**src/rtl/collision_map_writer.sv**
```systemverilog
// collision_map_writer: writer side of the 1-bit collision RAM.
// It zeroes the whole map on request. It also rasterises clipped rectangle
// descriptors into the map, one write per sys_clk. The read side uses
// addr = x + y*MAP_W.
// Optional build macro CMAP_BORDER_EN: the clear also draws the side walls
// and the floor (x==0, x==MAP_W-1, y==MAP_H-1).
module collision_map_writer #(
  parameter int MAP_W  = 960,
  parameter int MAP_H  = 512,
  parameter int ADDR_W = 20
) (
  input  logic              sys_clk,
  input  logic              rst,
  input  logic              clear_start,
  input  logic              rect_valid,
  output logic              rect_ready,
  input  logic [9:0]        rect_x0,
  input  logic [9:0]        rect_y0,
  input  logic [9:0]        rect_x1,
  input  logic [9:0]        rect_y1,
  input  logic              rect_solid,
  output logic              ram_we,
  output logic [ADDR_W-1:0] ram_addr,
  output logic              ram_din,
  output logic              busy,
  output logic              done,
  output logic              rect_err
);

  typedef enum logic [1:0] {IDLE, CLEAR, FILL} state_t;

  localparam logic [9:0]        X_MAX  = 10'(MAP_W - 1);
  localparam logic [9:0]        Y_MAX  = 10'(MAP_H - 1);
  localparam logic [ADDR_W-1:0] STRIDE = ADDR_W'(MAP_W);

  state_t              state, state_nxt;
  logic [9:0]          x0_q, x1_q, y1_q, x_q, y_q;
  logic [9:0]          x0_nxt, x1_nxt, y1_nxt, x_nxt, y_nxt;
  logic [ADDR_W-1:0]   row_base_q, row_base_nxt;
  logic                solid_q, solid_nxt;
  logic                we_nxt, din_nxt, busy_nxt, done_nxt, err_nxt;
  logic [ADDR_W-1:0]   addr_nxt;
  logic [9:0]          x1_clip, y1_clip;
  logic                rect_empty, accept, last_cell;

  assign rect_ready = (state == IDLE) & ~clear_start & ~rst;
  assign accept     = rect_valid & rect_ready;
  assign x1_clip    = (rect_x1 > X_MAX) ? X_MAX : rect_x1;
  assign y1_clip    = (rect_y1 > Y_MAX) ? Y_MAX : rect_y1;
  assign rect_empty = (rect_x0 > x1_clip) | (rect_y0 > y1_clip);
  assign last_cell  = (x_q == x1_q) & (y_q == y1_q);

  // Next-state, walk counters and next output values.
  // CLEAR reuses the FILL walker with the bounds set to the full map.
  always_comb begin
    // NOTE: every variable gets a default first, so no path can infer a latch.
    state_nxt    = state;
    x0_nxt       = x0_q;
    x1_nxt       = x1_q;
    y1_nxt       = y1_q;
    x_nxt        = x_q;
    y_nxt        = y_q;
    row_base_nxt = row_base_q;
    solid_nxt    = solid_q;
    we_nxt       = 1'b0;
    addr_nxt     = ram_addr;
    din_nxt      = ram_din;
    busy_nxt     = 1'b0;
    done_nxt     = 1'b0;
    err_nxt      = 1'b0;

    case (state)
      IDLE: begin
        if (clear_start) begin
          state_nxt    = CLEAR;
          x0_nxt       = '0;
          x1_nxt       = X_MAX;
          y1_nxt       = Y_MAX;
          x_nxt        = '0;
          y_nxt        = '0;
          row_base_nxt = '0;
          solid_nxt    = 1'b0;
          we_nxt       = 1'b1;
          addr_nxt     = '0;
          busy_nxt     = 1'b1;
        end else if (accept) begin
          if (rect_empty) begin
            err_nxt = 1'b1;
          end else begin
            state_nxt = FILL;
            x0_nxt    = rect_x0;
            x1_nxt    = x1_clip;
            y1_nxt    = y1_clip;
            x_nxt     = rect_x0;
            y_nxt     = rect_y0;
            // Constant-stride multiply happens once per descriptor, not per pixel.
            row_base_nxt = ADDR_W'(rect_y0) * STRIDE;
            solid_nxt    = rect_solid;
            we_nxt       = 1'b1;
            addr_nxt     = row_base_nxt + ADDR_W'(rect_x0);
            din_nxt      = rect_solid;
            busy_nxt     = 1'b1;
          end
        end
      end

      CLEAR, FILL: begin
        if (last_cell) begin
          state_nxt = IDLE;
          done_nxt  = 1'b1;
        end else begin
          if (x_q == x1_q) begin
            x_nxt        = x0_q;
            y_nxt        = y_q + 10'd1;
            row_base_nxt = row_base_q + STRIDE;
          end else begin
            x_nxt = x_q + 10'd1;
          end
          we_nxt   = 1'b1;
          addr_nxt = row_base_nxt + ADDR_W'(x_nxt);
          din_nxt  = solid_q;
          busy_nxt = 1'b1;
        end
      end

      default: state_nxt = IDLE;
    endcase

    if (we_nxt && state_nxt == CLEAR) begin
`ifdef CMAP_BORDER_EN
      din_nxt = (x_nxt == '0) || (x_nxt == X_MAX) || (y_nxt == Y_MAX);
`else
      din_nxt = 1'b0;
`endif
    end
  end

  // State register and registered outputs; rst aborts any walk at the next edge.
  always_ff @(posedge sys_clk) begin
    // NOTE: sequential state uses <= so every register samples pre-edge values.
    if (rst) begin
      state      <= IDLE;
      x0_q       <= '0;
      x1_q       <= '0;
      y1_q       <= '0;
      x_q        <= '0;
      y_q        <= '0;
      row_base_q <= '0;
      solid_q    <= 1'b0;
      ram_we     <= 1'b0;
      ram_addr   <= '0;
      ram_din    <= 1'b0;
      busy       <= 1'b0;
      done       <= 1'b0;
      rect_err   <= 1'b0;
    end else begin
      state      <= state_nxt;
      x0_q       <= x0_nxt;
      x1_q       <= x1_nxt;
      y1_q       <= y1_nxt;
      x_q        <= x_nxt;
      y_q        <= y_nxt;
      row_base_q <= row_base_nxt;
      solid_q    <= solid_nxt;
      ram_we     <= we_nxt;
      ram_addr   <= addr_nxt;
      ram_din    <= din_nxt;
      busy       <= busy_nxt;
      done       <= done_nxt;
      rect_err   <= err_nxt;
    end
  end

endmodule
```
**config.mk**
```make
export PLATFORM = sky130hd
export DESIGN_NAME = collision_map_writer
export DESIGN_NICKNAME = d
export VERILOG_FILES = /design/src/rtl/collision_map_writer.sv
export SDC_FILE = /design/constraint.sdc
export NUM_CORES = 1
export LEC_CHECK = 0
export ABC_AREA = 1
export BUFFER_PORTS_ARGS = -buffer_cell sky130_fd_sc_hd__clkbuf_2
export CORE_AREA = 5 5 161 86
export DETAILED_ROUTE_END_ITERATION = 8
export DIE_AREA = 0 0 166 91
export HOLD_SLACK_MARGIN = 0.03
export PLACE_DENSITY = 0.83
export SLEW_MARGIN = 10
export SYNTH_ARGS = -nofsm -noshare
export SYNTH_HDL_FRONTEND = slang
export SYNTH_SLANG_ARGS = --single-unit
```
**constraint.sdc**
```tcl
create_clock -name sys_clk -period 4.8 [get_ports sys_clk]
set_input_delay 0.96 -clock sys_clk [delete_from_list [all_inputs] [get_ports sys_clk]]
set_output_delay 0.96 -clock sys_clk [all_outputs]
set_load 0.05 [all_outputs]
```
==> results of run 1 <==
==> state kept, by name (all words and copies together) (netlist names) <==
| register | count |
|---|---|
| ram_addr | 19 |
| x_q | 10 |
| y_q | 10 |
| row_base_q | 14 |
| busy | 1 |
| y1_q | 10 |
| x1_q | 10 |
| solid_q | 1 |
| state | 2 |
| rect_err | 1 |
| done | 1 |
| x0_q | 10 |
| ram_din | 1 |
==> logic make-up (layout without fill, tap and decap cells) <==
logic type	after synthesis	count (layout)	share of synthesized area (%)
flops	90	90	24.6
buf+inv	178	234	9.92
xor+xnor	25	25	2.99
simple gates	516	516	29.9
compound gates	252	252	18.9
fa+ha+maj	69	69	13.6
other cells	2	2	0.103
==> through the flow <==
step | total power, mW | cells | instance area (sq um) | hold slack [ps] | utilization (%)
CTS | 2.89 | 1358 | 8070 | 468 | 65.6
detailed placement | 2.14 | 1342 | 7760 | 456 | 63.1
global placement | 2.12 | 1342 | 7760 | 451 | 63.1
finish | 2.91 | 1358 | 8070 | 465 | 65.6
floorplan | 1.85 | 1132 | 7320 | 438 | -
global route | 3.11 | 1358 | 8070 | 484 | 65.6
==> per-layer routing <==
metal	GRT usage, %	wire [um]
met5	0	0
met4	4.74	187
met3	6.38	2340
met2	37.9	8110
met1	42.6	10300
==> cell usage after synthesis (all sizes together) <==
cell type and count:
nand4 19, nor2 135, xor2 17, inv 136
a211oi 5, clkbuf 22, o2bb2ai 1, ha 51
o21bai 3, dfxtp 90, a22oi 7, xnor2 8
o211ai 4, o21ai 114, nor4 1, clkinv 2
o21a 2, a21oi 95, or2 6, conb 2
nor3 8, o32ai 1, buf 18, nand3 61
nand2 284, a31oi 13, nand3b 1, and2 1
o22ai 6, fa 18, a21o 1
==> worst min-delay path by stage <==
| stage | startpoint | end | cells after the start |
|---|---|---|---|
| 4_1_cts | solid_q | solid_q | 2 |
| 2_1_floorplan | x0_q[0] | x0_q[0] | 2 |
| 3_5_place_dp | y1_q[9] | y1_q[9] | 2 |
| 3_3_place_gp | x0_q[2] | x0_q[2] | 2 |
| 5_1_grt | y1_q[9] | y1_q[9] | 2 |
| 6_report | x0_q[2] | x0_q[2] | 2 |
==> power breakdown <==
part,internal [mW],switching (mW)
logic,0.393,0.841
registers,0.834,0.0847
clock network,0.415,0.341
==> final cells by class <==
class | count | area, sq um
Inverter | 138 | 518
Multi-Input combinational cell | 864 | 4800
Tap cell | 170 | 213
Clock buffer | 9 | 225
Sequential cell | 90 | 1800
Timing Repair Buffer | 80 | 425
Clock inverter | 7 | 82.6
Fill cell | 1119 | 4230
==> tightest hold or removal path, stage by stage (launching register included) <==
cell	delay, ps
dfxtp_1	310
nand2_1	60
a21oi_1	50
==> cells in the final DEF, fill, tap and decap left out, types with 3 or more instances in the layout <==
cell / count
o21bai_1: 3
nor2_2: 7
a31oi_1: 13
xor2_1: 17
nand2_2: 13
nor3_1: 8
nand3_1: 57
inv_2: 10
buf_4: 10
clkbuf_2: 70
inv_1: 126
a22oi_1: 7
a21oi_1: 94
nor2_1: 124
dfxtp_1: 90
o21ai_1: 14
nor2_4: 4
nand2_1: 271
a211oi_1: 5
o21ai_2: 8
o22ai_1: 6
fa_1: 18
xnor2_1: 8
clkbuf_16: 9
o21ai_0: 92
nand3_2: 4
ha_1: 51
o211ai_1: 4
or2_2: 5
nand4_1: 19
==> impl_metrics.tcl, run 1 <==
set metrics [dict create \
    gp_congestion 0.929 \
    arrival_ps 4470 \
    area_growth_pct 10.2 \
    rr_worst_depth 21 \
    yosysSeqAreaShare_pct 24.6 \
    cts_tree "built" \
    synthCells 1132 \
    finalClockSkew_ps 14.6 \
    grt_max_degree 52 \
    post_cts_buffers 0 \
    crit_required_ps 5090 \
    setup_ws_ps 613 \
    io_pins 71 \
    grt_pass1_wl_mm 34.1 \
    die_height_um 91 \
    layout-drive-gt1-share_pct 12.5 \
    mappedNetlistNets 1246 \
    post-route-period-util_pct 87.2 \
    cp_num_cells 18 \
    routed_wl_mm 20.9 \
    remaining_drc_errors 0 \
    yosysWarnings 0 \
    cts_buffer_depth 2 \
    grt_usage_pct 27.2 \
    worst_slew_pin_slew_ps 1230 \
    cts-root-buf "clkbuf_16" \
    crit_start "rect_y0[1]" \
    slew_violations 0 \
    cpPeakStageDelay_ps 550 \
    hold_viol 0 \
    port_buffers 70 \
    crit_fanout 5 \
    vdd_drop_max_mv 0.196 \
    synth_area_leaders "dfxtp_1 25%, nand2_1 14%, ha_1 8.7%, inv_1 6.5%, a21oi_1 6.4%" \
    synth_area_per_cell_sq_um 6.47 \
    syn-cell-area_sq_um 7320 \
    max_cap_viol_count 0 \
    ys_types 45 \
    crit_top_cell "nor2_1" \
    cp_cell_sequence "clkbuf_2, fa_1, inv_1, fa_1, fa_1, inv_1, ha_1, o21ai_0, nand2_1, nand2_1, nor2_1, nand2_1, nor2_1, nand4_1, o21ai_0, o21a_1, nor2_1, nor2_1" \
    clk_latency_ps 360 \
    antenna_cells 0 \
    crit_slowest_cell "fa_1" \
    rsz0062_at_grt "false" \
    grt_pass1_vias 6873 \
    cts_sinks 90 \
    wl_per_cell_um 15.4 \
    clk_pin_slew_ps 70 \
    yosys.area.top_type "dfxtp_1" \
    num_rows 29 \
    first_pass_iters 6 \
    dieWidth_um 166 \
    critPathKind "in2reg" \
    fin_crit_ps 4190 \
    slew_headroom_pct 17.6 \
    post-place-ws_ps 286 \
    core_area_sq_um 12300 \
    dpl.hpwl_mm 15.8 \
    nets 1297 \
    antenna_found_initial 0 \
    crit_family "adder cells" \
    outcome "complete, no violations" \
    postRouteAntennaNets 0 \
    cts_hold_buf 0 \
    ys_ff_latch 90 \
    critical_path_buf_inv_count 3 \
    viasPerCell 5.60 \
    power_density_nw_per_um2 360 \
    synth.top_cell.area_share_pct 24.6 \
    start_util_pct 59.5 \
    ff2ff_setup_slack_ps 1240 \
    drt_iter0_markers 806 \
    worst_r2r_startpoint "x_q[0]" \
    grt_overflow_total 0 \
    fin_setup_tns_ps 0 \
    startpoint_type "input port" \
    design.die.area_sq_um 15100 \
    numCtsBuffers 9 \
    via_count 7611 \
    ctsHtreeMaxLevel 3 \
    p_leak_nw 3.78 \
    finalSetupViolations 0 \
    r2r-end "ram_addr[13]" \
    end_kind "register" \
    cp-endpoint "ram_addr[18]" \
    min_path_type "reg2reg" \
    fmax_mhz 239 \
    ctsResizeCount 0 \
]
(Power assumes the default switching activity.)
==> run 2, diff against run 1 <==
--- a/config.mk
+++ b/config.mk
@@ -6,12 +6,13 @@
 export NUM_CORES = 1
 export LEC_CHECK = 0
 export ABC_AREA = 1
-export BUFFER_PORTS_ARGS = -buffer_cell sky130_fd_sc_hd__clkbuf_2
-export CORE_AREA = 5 5 161 86
+export CORE_AREA = 5 5 157 84
+export CTS_CLUSTER_SIZE = 28
 export DETAILED_ROUTE_END_ITERATION = 8
-export DIE_AREA = 0 0 166 91
+export DIE_AREA = 0 0 162 89
+export DONT_BUFFER_PORTS = 1
 export HOLD_SLACK_MARGIN = 0.03
-export PLACE_DENSITY = 0.83
+export PLACE_DENSITY = 0.79
 export SLEW_MARGIN = 10
 export SYNTH_ARGS = -nofsm -noshare
 export SYNTH_HDL_FRONTEND = slang
==> impl_metrics.tcl, run 2 (same netlist as run 1, synthesis figures left out) <==
set metrics [dict create \
    outcome "complete, no violations" \
    final_area_sq_um 7690 \
    end_kind "register" \
    arrival_ps 4290 \
    crit_fanout 5 \
    fin_setup_tns_ps 0 \
    regMostFlops "ram_addr" \
    slew_violations 0 \
    ctsResizeCount 0 \
    p_sw_share_pct 44.0 \
    via_count 7378 \
    io_pins 71 \
    core_area_sq_um 11600 \
    port_buffers 0 \
    worstHoldStart "x0_q[3]" \
    grt_pass1_vias 6846 \
    min_path_type "reg2reg" \
    most-common-layout-cells "271 x nand2_1, 126 x inv_1, 124 x nor2_1" \
    finalSetupViolations 0 \
    fmax_mhz 250 \
    first_pass_iters 6 \
    antenna_found_initial 0 \
    n_fill_cell 1064 \
    num_rows 28 \
    grt_max_degree 35 \
    cts_buffer_depth 2 \
    layout_commonest_cell "nand2_1" \
    grt_usage_pct 29.8 \
    largest_register_ffs 19 \
    remaining_drc_errors 0 \
    startpoint_type "input port" \
    reg.largest.list "ram_addr: 19 flops, row_base_q: 14 flops" \
    timing.hold.ws_ps 456 \
    max_cap_viol_count 0 \
    rr_worst_depth 19 \
    viasPerCell 5.81 \
    wl_per_cell_um 16.4 \
    clk_pin_slew_ps 80 \
    rsz0062_at_grt "false" \
    post-place-ws_ps 491 \
    worst_r2r_startpoint "x_q[1]" \
    area_growth_pct 5.04 \
    cts_sinks 90 \
    numCtsBuffers 9 \
    grt_overflow_total 0 \
    routed_wl_mm 20.8 \
    post_cts_buffers 0 \
    crit_required_ps 5080 \
    p_leak_nw 3.48 \
    grt_pass1_wl_mm 34.4 \
    layout-drive-gt1-share_pct 7.15 \
    finalClockSkew_ps 12.3 \
    design.die.area_sq_um 14400 \
    p_comb_share_pct 38.7 \
    vdd_drop_max_mv 0.186 \
    dieWidth_um 162 \
    place_area_sq_um 7410 \
    postRouteAntennaNets 0 \
    clockPowerShare_pct 25.0 \
    clk_latency_ps 350 \
    crit_start "rect_y0[0]" \
    cts-root-buf "clkbuf_16" \
    start_util_pct 63.4 \
    post-route-period-util_pct 83.4 \
    ctsHtreeMaxLevel 3 \
    gp_congestion 0.953 \
    drt_iter0_markers 893 \
    slew_headroom_pct 27.2 \
    critPathKind "in2reg" \
    antenna_cells 0 \
    worst_slew_pin_slew_ps 1090 \
    fin_crit_ps 4000 \
    nets 1228 \
    switchingPower_mw 1.23 \
    cts_tree "built" \
    cts_hold_buf 0 \
    die_height_um 89 \
    setup_ws_ps 798 \
    p_seq_share_pct 36.3 \
    power_density_nw_per_um2 364 \
    fin_util_pct 66.5 \
    hold_viol 0 \
    dpl.hpwl_mm 15.9 \
    hold_depth 2 \
    internal_power_mw 1.57 \
]
run 2: metrics by stage:
| step | total power, mW | std cells |
|---|---|---|
| final | 2.80 | 1269 |
| after global routing | 3.01 | 1269 |
| after CTS | 2.79 | 1269 |
| after detailed placement | 2.09 | 1253 |
| after global placement | 2.06 | 1253 |
| after floorplan | 1.85 | 1132 |
run 2: cell type report:
cell class	count	area (sq um)	share of cell area [%]
multi-input combinational	864	4800	62.4
sequential	90	1800	23.4
inverter	138	518	6.73
clock buffer	9	225	2.93
tap	150	188	2.44
timing repair buffer	11	95.1	1.24
clock inverter	7	62.6	0.813
run 2: critical path: stages:
cell and delay [ps]:
fa_1 550, inv_1 60, fa_1 480, fa_1 520, inv_1 50, ha_1 320, o21ai_0 130, nand2_1 80
nand2_1 70, nor2_1 140, nand2_1 90, nor2_1 240, nand4_1 180, o21ai_0 180, o21a_1 140, nor2_1 40
nor2_1 70
run 2: path summary, 6_finish.rpt:
| check | endpoint | slack [ps] |
|---|---|---|
| min reg2reg | x0_q[3] | 460 |
| min | x0_q[3] | 460 |
| max reg2reg | ram_addr[13] | 1090 |
| max | ram_addr[18] | 800 |
run 2: power by group through the flow:
stage / logic, mW / registers, mW / clock network, mW
floorplan: 0.859 / 0.995 / 0
global placement: 1.04 / 1.03 / 0
detailed placement: 1.06 / 1.03 / 0
CTS: 1.06 / 1.01 / 0.710
global route: 1.24 / 1.03 / 0.741
finish: 1.08 / 1.02 / 0.701
run 2: layer usage:
| layer | track usage (%) | share of wire (%) |
|---|---|---|
| met4 | 5.14 | 1.1 |
| met3 | 9.58 | 13 |
| met2 | 42.3 | 38 |
| met1 | 44.4 | 48 |
| met5 | 0 | 0 |
==> run 3, diff against run 2 <==
--- a/config.mk
+++ b/config.mk
@@ -6,13 +6,13 @@
 export NUM_CORES = 1
 export LEC_CHECK = 0
 export ABC_AREA = 1
-export CORE_AREA = 5 5 157 84
+export CORE_AREA = 5 5 164 87
 export CTS_CLUSTER_SIZE = 28
 export DETAILED_ROUTE_END_ITERATION = 8
-export DIE_AREA = 0 0 162 89
+export DIE_AREA = 0 0 169 92
 export DONT_BUFFER_PORTS = 1
 export HOLD_SLACK_MARGIN = 0.03
-export PLACE_DENSITY = 0.79
+export PLACE_DENSITY = 0.77
 export SLEW_MARGIN = 10
 export SYNTH_ARGS = -nofsm -noshare
 export SYNTH_HDL_FRONTEND = slang
==> constraint.sdc (replaced) <==
create_clock -name sys_clk -period 3.2 [get_ports sys_clk]
set_input_delay 0.64 -clock sys_clk [delete_from_list [all_inputs] [get_ports sys_clk]]
set_output_delay 0.64 -clock sys_clk [all_outputs]
set_load 0.05 [all_outputs]
==> impl_metrics.tcl, run 3 (same netlist as run 1, synthesis figures left out) <==
set metrics [dict create \
    outcome "finished with violations" \
    violations "negative setup slack" \
    die_height_um 92 \
    drt_iter0_markers 656 \
    ff2ff_setup_slack_ps 100 \
    wl_per_cell_um 15.2 \
    n_fill_cell 1101 \
    worst_r2r_startpoint "x_q[1]" \
    cts_hold_buf 0 \
    area_growth_pct 13.0 \
    antenna_found_initial 0 \
    met3_usage_pct 5.37 \
    gp_congestion 0.940 \
    io_pins 71 \
    core_area_sq_um 12500 \
    cts_buffer_depth 2 \
    slew_violations 0 \
    crit_family "adder cells" \
    via_count 7716 \
    critPathKind "in2reg" \
    met2_usage_pct 40.1 \
    hold_viol 0 \
    postRouteAntennaNets 0 \
    port_buffers 0 \
    reg.largest.list "ram_addr: 19 flops, row_base_q: 14 flops" \
    fin_crit_ps 3440 \
    dieWidth_um 169 \
    grt_usage_pct 25.6 \
    arrival_ps 3680 \
    num_rows 29 \
    grt_overflow_total 0 \
    min_path_type "in2reg" \
    ctsHtreeMaxLevel 3 \
    layout_commonest_cell "nand2_1" \
    grt_pass1_wl_mm 33.0 \
    worst_slew_pin_slew_ps 963 \
    post-place-ws_ps -543 \
    viasPerCell 5.70 \
    clk_pin_slew_ps 70 \
    cp_cell_sequence "fa_1, inv_2, fa_1, fa_2, inv_2, ha_4, o21ai_2, nand2_1, nand2_2, nor2_4, nand2_2, nor2_4, buf_6, xor2_1, nor2_1, nor2_1, a21oi_2" \
    design.die.area_sq_um 15500 \
    p_leak_nw 3.79 \
    fmax_mhz 290 \
    clk_latency_ps 350 \
    end_kind "register" \
    grt_pass1_vias 6858 \
    rr_worst_depth 19 \
    start_util_pct 58.5 \
    max_cap_viol_count 0 \
    timing.hold.ws_ps 355 \
    cts_sinks 90 \
    most-common-layout-cells "268 x nand2_1, 124 x inv_1, 121 x nor2_1" \
    crit_required_ps 3430 \
    first_pass_iters 5 \
    cts-root-buf "clkbuf_16" \
    crit_start "rect_y0[2]" \
    cp-endpoint "ram_addr[14]" \
    critical_path_buf_inv_count 3 \
    seq_area_sq_um 1800 \
    crit_slowest_cell "fa_2" \
    startpoint_type "input port" \
    post-route-period-util_pct 108 \
    grt_max_degree 32 \
    slew_headroom_pct 35.7 \
    layout-drive-gt1-share_pct 13.7 \
    antenna_cells 0 \
    grt_util_met1_pct 36.5 \
    cp_num_cells 17 \
    remaining_drc_errors 0 \
    multi_input_area_sq_um 4880 \
    regMostFlops "ram_addr" \
    setup_ws_ps -243 \
    cpPeakStageDelay_ps 580 \
    cts_tree "built" \
    rsz0062_at_grt "true" \
    top_usage_layer "met2" \
    finalSetupViolations 8 \
    power_density_nw_per_um2 552 \
    r2r-end "ram_addr[15]" \
    dpl.hpwl_mm 15.9 \
    routed_wl_mm 20.6 \
    vdd_drop_max_mv 0.309 \
    nets 1292 \
    largest_register_ffs 19 \
    fin_util_pct 66.1 \
    numCtsBuffers 9 \
    crit_fanout 6 \
    finalClockSkew_ps 10.5 \
]
-- run 3: report_power, final --
| part | internal [mW] | switching, mW |
|---|---|---|
| registers | 1.25 | 0.266 |
| clock network | 0.543 | 0.502 |
| logic | 0.818 | 1.19 |
| total | 2.61 | 1.96 |
-- run 3: layout make-up --
type	instances	area share, %
Clock buffer	9	2.72
Clock inverter	7	0.711
Inverter	138	6.26
Multi-Input combinational cell	864	59.0
Sequential cell	90	21.8
Tap cell	170	2.57
Timing Repair Buffer	75	7.00
-- run 3: timing repair --
| item | 4_1_cts | 5_1_grt |
|---|---|---|
| resized for setup | 0 | 16 |
| setup buffers | 4 | 3 |
| endpoints found under the setup margin | 6 | 11 |
| pin swaps | 9 | 19 |
-- run 3: metal layers --
layer,vias to the layer above,wire (um)
met3,33,1930
met5,-,0
met4,0,327
met2,333,8820
met1,3551,9530
li1,3799,-
-- run 3: metrics by stage --
stage	power, mW	instances	setup TNS [ps]	cell area [sq um]
after floorplan	2.81	1132	-2060	7350
after global placement	3.38	1330	-3170	7890
after detailed placement	3.42	1330	-4240	7890
after CTS	4.48	1350	-700	8200
after global routing	4.87	1353	-2760	8280
final	4.57	1353	-1160	8280
-- run 3: worst min-delay path by stage --
stage	startpoint	endpoint	slack [ps]	cells past startpoint
after global routing	rst	x0_q[8]	350	1
after CTS	rst	x0_q[2]	350	1
final	rst	state[0]	360	1
after global placement	solid_q	solid_q	440	2
after floorplan	x0_q[0]	x0_q[0]	440	2
after detailed placement	x0_q[8]	x0_q[8]	450	2
